## src/rtl/vga_fb_scanout.sv

```systemverilog
`default_nettype none
// ============================================================================
// Module   : vga_fb_scanout
// Brief    : VGA timing and 4x-upscaled scan-out of an RGB565 framebuffer.
// Revision : 1.0
// ============================================================================
module vga_fb_scanout #(
   parameter int H_ACTIVE   = 640,
   parameter int H_FP       = 16,
   parameter int H_SYNC     = 96,
   parameter int H_BP       = 48,
   parameter int V_ACTIVE   = 480,
   parameter int V_FP       = 10,
   parameter int V_SYNC     = 2,
   parameter int V_BP       = 33,
   parameter int FB_WIDTH   = 160,
   parameter int FB_HEIGHT  = 120,
   parameter int SCALE_LOG2 = 2,
   parameter int ADDR_W     = 15
) (
   input  logic              clk,
   input  logic              reset_n,
   output logic [ADDR_W-1:0] mem_address,
   input  logic [15:0]       mem_readdata,
   output logic [7:0]        vga_r,
   output logic [7:0]        vga_g,
   output logic [7:0]        vga_b,
   output logic              vga_hs,
   output logic              vga_vs,
   output logic              vga_blank_n,
   output logic              frame_start
);

   localparam int c_H_TOTAL = H_ACTIVE + H_FP + H_SYNC + H_BP;
   localparam int c_V_TOTAL = V_ACTIVE + V_FP + V_SYNC + V_BP;
   localparam int c_HW      = $clog2(c_H_TOTAL);
   localparam int c_VW      = $clog2(c_V_TOTAL);

   localparam logic [c_HW-1:0]   c_H_LAST    = c_HW'(c_H_TOTAL - 1);
   localparam logic [c_VW-1:0]   c_V_LAST    = c_VW'(c_V_TOTAL - 1);
   localparam logic [c_HW-1:0]   c_H_ACT     = c_HW'(H_ACTIVE);
   localparam logic [c_VW-1:0]   c_V_ACT     = c_VW'(V_ACTIVE);
   localparam logic [c_HW-1:0]   c_HS_START  = c_HW'(H_ACTIVE + H_FP);
   localparam logic [c_HW-1:0]   c_HS_END    = c_HW'(H_ACTIVE + H_FP + H_SYNC);
   localparam logic [c_VW-1:0]   c_VS_START  = c_VW'(V_ACTIVE + V_FP);
   localparam logic [c_VW-1:0]   c_VS_END    = c_VW'(V_ACTIVE + V_FP + V_SYNC);
   localparam logic [ADDR_W-1:0] c_FB_STRIDE = ADDR_W'(FB_WIDTH);

   if (((FB_WIDTH << SCALE_LOG2) != H_ACTIVE) ||
       ((FB_HEIGHT << SCALE_LOG2) != V_ACTIVE)) begin : g_geom_check
      $error("framebuffer size does not upscale to the active area");
   end

   logic [c_HW-1:0]   r_h_cnt;
   logic [c_VW-1:0]   r_v_cnt;
   logic [ADDR_W-1:0] r_line_base;
   logic [1:0]        r_act_d;
   logic [1:0]        r_hs_n_d;
   logic [1:0]        r_vs_n_d;
   logic [1:0]        r_fs_d;

   logic              w_h_wrap;
   logic              w_v_wrap;
   logic              w_active;
   logic              w_hs_n;
   logic              w_vs_n;
   logic              w_fs;
   logic [ADDR_W-1:0] w_addr;

   assign w_h_wrap = (r_h_cnt == c_H_LAST);
   assign w_v_wrap = (r_v_cnt == c_V_LAST);
   assign w_active = (r_h_cnt < c_H_ACT) && (r_v_cnt < c_V_ACT);
   assign w_hs_n   = !((r_h_cnt >= c_HS_START) && (r_h_cnt < c_HS_END));
   assign w_vs_n   = !((r_v_cnt >= c_VS_START) && (r_v_cnt < c_VS_END));
   assign w_fs     = (r_h_cnt == '0) && (r_v_cnt == '0);
   assign w_addr   = r_line_base + ADDR_W'(r_h_cnt >> SCALE_LOG2);

   // line_base advances after the last of the SCALE repeats of each source line
   always_ff @(posedge clk or negedge reset_n) begin
      if (!reset_n) begin
         r_h_cnt     <= '0;
         r_v_cnt     <= '0;
         r_line_base <= '0;
      end else if (w_h_wrap) begin
         r_h_cnt <= '0;
         if (w_v_wrap) begin
            r_v_cnt     <= '0;
            r_line_base <= '0;
         end else begin
            r_v_cnt <= r_v_cnt + c_VW'(1);
            if (&r_v_cnt[SCALE_LOG2-1:0]) begin
               r_line_base <= r_line_base + c_FB_STRIDE;
            end
         end
      end else begin
         r_h_cnt <= r_h_cnt + c_HW'(1);
      end
   end

   // Stage 1 issues the address, stage 2 waits for RAM q, stage 3 drives the pins
   always_ff @(posedge clk or negedge reset_n) begin
      if (!reset_n) begin
         mem_address <= '0;
         r_act_d     <= '0;
         r_hs_n_d    <= '1;
         r_vs_n_d    <= '1;
         r_fs_d      <= '0;
         vga_r       <= '0;
         vga_g       <= '0;
         vga_b       <= '0;
         vga_blank_n <= 1'b0;
         vga_hs      <= 1'b1;
         vga_vs      <= 1'b1;
         frame_start <= 1'b0;
      end else begin
         mem_address <= w_active ? w_addr : '0;
         r_act_d     <= {r_act_d[0], w_active};
         r_hs_n_d    <= {r_hs_n_d[0], w_hs_n};
         r_vs_n_d    <= {r_vs_n_d[0], w_vs_n};
         r_fs_d      <= {r_fs_d[0], w_fs};
         vga_blank_n <= r_act_d[1];
         vga_hs      <= r_hs_n_d[1];
         vga_vs      <= r_vs_n_d[1];
         frame_start <= r_fs_d[1];
         if (r_act_d[1]) begin
            vga_r <= {mem_readdata[15:11], mem_readdata[15:13]};
            vga_g <= {mem_readdata[10:5],  mem_readdata[10:9]};
            vga_b <= {mem_readdata[4:0],   mem_readdata[4:2]};
         end else begin
            vga_r <= '0;
            vga_g <= '0;
            vga_b <= '0;
         end
      end
   end

endmodule
`default_nettype wire
```

## config.mk

```make
export PLATFORM = sky130hd
export DESIGN_NAME = vga_fb_scanout
export DESIGN_NICKNAME = d
export VERILOG_FILES = /design/src/rtl/vga_fb_scanout.sv
export SDC_FILE = /design/constraint.sdc
export NUM_CORES = 1
export LEC_CHECK = 0
export ABC_AREA = 1
export CELL_PAD_IN_SITES_DETAIL_PLACEMENT = 1
export CELL_PAD_IN_SITES_GLOBAL_PLACEMENT = 2
export CORE_MARGIN = 2
export CORE_UTILIZATION = 34
export DETAILED_ROUTE_END_ITERATION = 8
export PLACE_DENSITY_LB_ADDON = 0.1
export SLEW_MARGIN = 15
export SYNTH_ARGS = -nofsm -noshare
export SYNTH_HDL_FRONTEND = slang
export SYNTH_SLANG_ARGS = --single-unit
export TNS_END_PERCENT = 30
```

## constraint.sdc

```tcl
create_clock -name clk -period 3.35 [get_ports clk]
set_clock_uncertainty 0.15 [all_clocks]
set_input_delay 0.335 -clock clk [delete_from_list [all_inputs] [get_ports clk]]
set_output_delay 0.335 -clock clk [all_outputs]
set_load 0.03 [all_outputs]
```

==> metrics.cfg, run 1 <==
[run_status]
status=complete, no violations

[clock_tree]
cts_resized=0
clk_latency_ps=360
clockBufferDepth=2
cts_buffers=9
clk_pin_slew_ps=80
cts.sinks=73
root_buffer=clkbuf_8
htree_levels=3
cts_tree=done
cts_setup_buffers=0

[cells_and_area]
antenna_cells=0
nFillCells=1214
area_growth_pct=25.4
multi_input_area_sq_um=1360
nNetsFinal=496
drive_gt1_frac=0.0865
fin_area_sq_um=4410
regArea_sq_um=1830
layoutNonFillerInstCount=610
utilization=0.433

[hold_path]
min_path_cells=0
hp-class=flip-flop to flip-flop
whs_endpoint=r_act_d[1]$_DFF_PN0_
hp-start=r_act_d[0]$_DFF_PN0_

[routing]
drcViolationCount=0
vias=2785
postRouteAntennaNets=0
postRouteWirelength_microns=8690
vias_per_cell=4.57
drtIter0Drc=58
drt_pass1_iterations=4
wl_per_cell_microns=14.2

[critical_path]
cp-start-kind=flip-flop
crit_path_top_delay_cell=a21oi_1
reg2reg_to=r_line_base[13]$_DFFE_PN0P_
endpoint_kind=flip-flop
worstRegToRegCells=7
crit_start=r_h_cnt[0]$_DFF_PN0_
crit_chain=ha_1, nand2_2, nor2_8, nand4_1, a21oi_1, nand2_1, nand2_1
cp.arrival_ps=2430
crit_required_ps=3500
r2r_start=r_h_cnt[0]$_DFF_PN0_
crit_fanout=11
crit_type=flip-flop to flip-flop
critPathMaxStageDelay_ps=520
r2r_setup_slack_ps=1080
crit_top_cell=nand2_1

[power]
power.density_nw_per_um2=410
total_leakage_power_nw=2.20
vdd_ir_drop_max_v=0.000177

[yosys]
ys_types=32
yosys.area.top_type_share=0.476
postSynthCellCount=414
ys_ff_latch=73
ys_warn_count=0
synth_area_sq_um=3520
synth_top_cell_by_area=dfrtp_1
synth.avg_cell_area_sq_um=8.50
syn_nets=441
yosysSeqAreaShare=0.521
synthTopCellsByArea=dfrtp_1 (48%), nand2_1 (11%), inv_1 (5.8%)

[timing]
worst_pin_slew_ps=945
drv_slew=0
finalCritPeriodShare=0.679
rsz0062_at_grt=no
slew_headroom=0.370
hold_viol=0
setup_viol=0
tns_ps=0
max_freq_mhz=440
period_needed_ps=2270
fin_ws_ps=1080

[global_route]
overflow=0
grt_start_max_net_pins=74
antenna_found_initial=0
grt_pass1_vias=2920
grt_pass1_wl_microns=14700
grt_usage=0.171

[floorplanning]
coreArea_sq_um=10200
die_area_sq_um=11200
chipHeight_microns=106
die-width_microns=106
rows=37
start_util=0.346
ios=61

[place]
gp_congestion=0.758
pre_cts_ws_ps=1080
dp_hpwl_microns=6310
numPortBuffers=60
place_inst=593
placed_cell_area_sq_um=4170

[run]
drv_cap=0

## per-layer routing
metal | GRT usage | vias to the layer above | wire length (microns)
met4 | 0.0818 | 0 | 160
met1 | 0.221 | 1328 | 4260
met3 | 0.0414 | 10 | 299
met2 | 0.269 | 48 | 3970
met5 | 0 | - | 0
li1 | - | 1399 | -
## report_power, final
group	internal (mW)	switching (mW)	total (mW)
combinational	0.0469	0.0632	0.110
sequential	0.891	0.00371	0.895
clock	0.457	0.347	0.804
## synth_stat cells
cell type  count
nor3b_1        2
inv_1         54
nand2_2        3
nand3_1       25
nor4_1         1
nand3b_1       1
o21ai_1        5
ha_1           9
xnor2_1        2
buf_2          4
nor2_2         2
inv_2          2
o2111ai_1      1
buf_4          8
nand2_1      107
nand3_4        1
o21ai_2        6
a21oi_1       11
nor2_1        50
nand4_2        1
xor2_1         8
nand2_4        1
o21bai_1       1
conb_1         1
nor2_8         2
dfstp_2        6
o21ai_0       13
nand4_1       10
nor3_1         5
clkbuf_1       3
buf_6          2
dfrtp_1       67
## per-stage QoR
stage | hold WS (ps) | power (mW)
4_1_cts | 209 | 1.84
3_3_place_gp | 182 | 1.02
3_5_place_dp | 186 | 1.02
2_1_floorplan | -111 | 0.960
6_report | 207 | 1.81
5_1_grt | 217 | 1.88
## repair_timing
item,4_1_cts,5_1_grt
setup endpoints to repair,0,0
endpoints found under the hold margin,17,0
hold buffers,1,0
## layout by cell type (no fill, tap or decap), types with 5 or more instances in the layout
cell             count
clkbuf_8            11
xor2_1               8
o21ai_2              6
clkdlybuf4s50_1     59
ha_1                 9
nand3_1             25
nor3_1               5
nand4_1             10
a21oi_1             11
dfrtp_1             67
nand2_1            107
inv_1               54
dfstp_2              6
o21ai_0             13
nor2_1              50
o21ai_1              5
## critical path, delay by kind of cell (launching register included)
kind                       cells  cell delay, ps
AOI/OAI and AO/OA              1             520
adders and majority gates      1             230
DFF                            1             450
and+or+nand+nor                5             870
## state kept, by name, indices dropped and copies added (netlist names)
signal and flops:
r_act_d 2, mem_address 15, vga_vs 1, vga_g 6
r_hs_n_d 2, vga_b 5, vga_hs 1, r_line_base 10
r_vs_n_d 2, frame_start 1, r_h_cnt 10, vga_r 5
vga_blank_n 1, r_v_cnt 10, r_fs_d 2
## layout make-up
| type | instances | area share |
|---|---|---|
| clock buffer | 11 | 0.0343 |
| clock inverter | 5 | 0.0176 |
| tap | 136 | 0.0386 |
| multi-input combinational | 268 | 0.308 |
| sequential | 73 | 0.416 |
| timing repair buffer | 61 | 0.138 |
| inverter | 56 | 0.0476 |
## logic make-up after synthesis
| logic type | synth area share |
|---|---|
| compound gates | 0.0608 |
| xor+xnor | 0.0249 |
| fa+ha+maj | 0.0320 |
| buf+inv | 0.0921 |
| flops | 0.521 |
| other cells | 0.00107 |
| simple gates | 0.268 |
## worst max-delay path by stage
stage                                             end  depth (start not counted)
after floorplan              mem_address[8]$_DFF_PN0_                          7
after global placement       mem_address[6]$_DFF_PN0_                          5
after detailed placement  r_line_base[13]$_DFFE_PN0P_                          7
after CTS                 r_line_base[13]$_DFFE_PN0P_                          7
after global routing      r_line_base[13]$_DFFE_PN0P_                          7
final                     r_line_base[13]$_DFFE_PN0P_                          7
(Power assumes the default switching activity.)
==> run 2: changes to the inputs <==
--- a/config.mk
+++ b/config.mk
@@ -9,7 +9,7 @@
 export CELL_PAD_IN_SITES_DETAIL_PLACEMENT = 1
 export CELL_PAD_IN_SITES_GLOBAL_PLACEMENT = 2
 export CORE_MARGIN = 2
-export CORE_UTILIZATION = 34
+export CORE_UTILIZATION = 31
 export DETAILED_ROUTE_END_ITERATION = 8
 export PLACE_DENSITY_LB_ADDON = 0.1
 export SLEW_MARGIN = 15
==> constraint.sdc (replaced) <==
create_clock -name clk -period 2.12 [get_ports clk]
set_clock_uncertainty 0.15 [all_clocks]
set_input_delay 0.212 -clock clk [delete_from_list [all_inputs] [get_ports clk]]
set_output_delay 0.212 -clock clk [all_outputs]
set_load 0.03 [all_outputs]
==> run 2 against run 1 <==
Effect of this change:
- clock-buffer cell count did not move
- utilization fell by 1.8 points
- critical path depth fell by 6
- combinational power rose by 61%
- hold slack got worse by 3.6 ps
==> metrics.cfg, run 2 (synthesis gave the netlist of run 1 again) <==
[cells_and_area]
largest_reg_flops=15
layout_common_cells=nand2_1 (107), dfrtp_1 (67), clkdlybuf4s50_1 (59), inv_1 (54), nor2_1 (50)
nNetsFinal=504
top_register=mem_address
antenna_cells=0
drive_gt1_frac=0.0998
area_growth_pct=29.0
layoutNonFillerInstCount=621
fin_area_sq_um=4540
final_common_cell=nand2_1
nFillCells=1314
utilization=0.415

[timing]
slew_headroom=0.637
fin_ws_ps=254
tns_ps=0
rsz0062_at_grt=no
finalCritPeriodShare=0.880
worst_pin_slew_ps=544
hold_viol=0
setup_viol=0
hold_slack_ps=203
period_needed_ps=1870
drv_slew=0
max_freq_mhz=536

[global_route]
grt_pass1_vias=2938
grt_pass1_wl_microns=14800
overflow=0
grt_usage=0.148
antenna_found_initial=0
grt_start_max_net_pins=45

[clock_tree]
cts_tree=done
htree_levels=3
clockBufferDepth=2
clk_pin_slew_ps=60
clk_latency_ps=330
root_buffer=clkbuf_16
cts_setup_buffers=0
cts_buffers=9
cts.sinks=73

[place]
gp_congestion=0.769
numPortBuffers=60
place_inst=605
pre_cts_ws_ps=178
placed_cell_area_sq_um=4240
dp_hpwl_microns=6380

[power]
power.density_nw_per_um2=663
power.switching_mw=0.674
swShare=0.224
p_total_mw=3.01
total_leakage_power_nw=2.26
seqPwrFrac=0.470
pwr-share-comb=0.059
power.internal_mw=2.34
clkPwrFrac=0.471
vdd_ir_drop_max_v=0.000306

[critical_path]
cp_num_buf_inv=1
endpoint_kind=primary output
cp.arrival_ps=1500
crit_required_ps=1760
crit_fanout=1
cp-start-kind=flip-flop
crit_path_top_delay_cell=clkdlybuf4s50_1
crit_family=buffers and inverters
crit_chain=clkdlybuf4s50_1
crit_type=flip-flop to primary output
critPathMaxStageDelay_ps=660

[routing]
vias=2824
postRouteWirelength_microns=8430
wl_per_cell_microns=13.6
drt_pass1_iterations=4
postRouteAntennaNets=0
drtIter0Drc=65
drcViolationCount=0
vias_per_cell=4.55

[floorplanning]
die_area_sq_um=12200
ios=61
chipHeight_microns=111
coreArea_sq_um=10900
rows=38
start_util=0.322
die-width_microns=111

[run_status]
status=complete, no violations

[hold_path]
hp-class=flip-flop to flip-flop

[run]
drv_cap=0

-- run 2: cell types whose count changed in the layout (fill, tap and decap cells not counted) --
cell	delta
nand4_2	-1
bufinv_16	-2
nand4_4	+1
clkinv_4	+1
buf_4	+8
clkbuf_16	+9
clkbuf_8	-9
clkinv_2	-1
clkinvlp_4	+1
-- run 2: layout make-up --
class,instances,area (sq um),area share
Multi-Input combinational cell,268,1370,0.302
Inverter,56,210,0.0463
Clock inverter,4,28.8,0.00634
Timing Repair Buffer,69,668,0.147
Sequential cell,73,1830,0.404
Clock buffer,11,253,0.0557
Tap cell,140,175,0.0386
-- run 2: final timing paths --
| kind | cells after the start | endpoint | start | slack (ps) |
|---|---|---|---|---|
| max | 1 | vga_vs | vga_vs$_DFF_PN1_ | 250 |
| min | 0 | r_fs_d[1]$_DFF_PN0_ | r_fs_d[0]$_DFF_PN0_ | 200 |
| max reg2reg | 7 | mem_address[8]$_DFF_PN0_ | r_h_cnt[8]$_DFF_PN0_ | 260 |
| min reg2reg | 0 | r_fs_d[1]$_DFF_PN0_ | r_fs_d[0]$_DFF_PN0_ | 200 |
| max in group asynchronous | 3 | r_vs_n_d[0]$_DFF_PN1_ | reset_n | 900 |
| min in group asynchronous | 2 | r_h_cnt[1]$_DFF_PN0_ | reset_n | 260 |
-- run 2: power groups by stage --
stage / Sequential [mW] / Clock [mW] / Combinational, mW
final: 1.42 / 1.42 / 0.177
after detailed placement: 1.44 / 0 / 0.180
after CTS: 1.42 / 1.46 / 0.182
after global placement: 1.44 / 0 / 0.178
after floorplan: 1.48 / 0 / 0.0402
after global routing: 1.42 / 1.53 / 0.191
-- run 2: timing repair --
action	CTS	global route
hold buffers	1	0
gates resized for setup	0	1
hold endpoints to repair	38	0
setup endpoints to repair	0	1
-- run 2: metal layers --
metal	GRT usage	part of all wire	vias to the layer above
met3	0.0335	0.040	10
met5	0	0	-
li1	-	-	1419
met4	0.0533	0.016	0
met1	0.201	0.48	1337
met2	0.232	0.46	58
==> run 3: changes to the inputs <==
--- a/config.mk
+++ b/config.mk
@@ -10,6 +10,7 @@
 export CELL_PAD_IN_SITES_GLOBAL_PLACEMENT = 2
 export CORE_MARGIN = 2
 export CORE_UTILIZATION = 31
+export CTS_CLUSTER_SIZE = 12
 export DETAILED_ROUTE_END_ITERATION = 8
 export PLACE_DENSITY_LB_ADDON = 0.1
 export SLEW_MARGIN = 15
==> results of run 3 <==
Same layout as run 2: the final DEF is identical, and so are final timing and power.
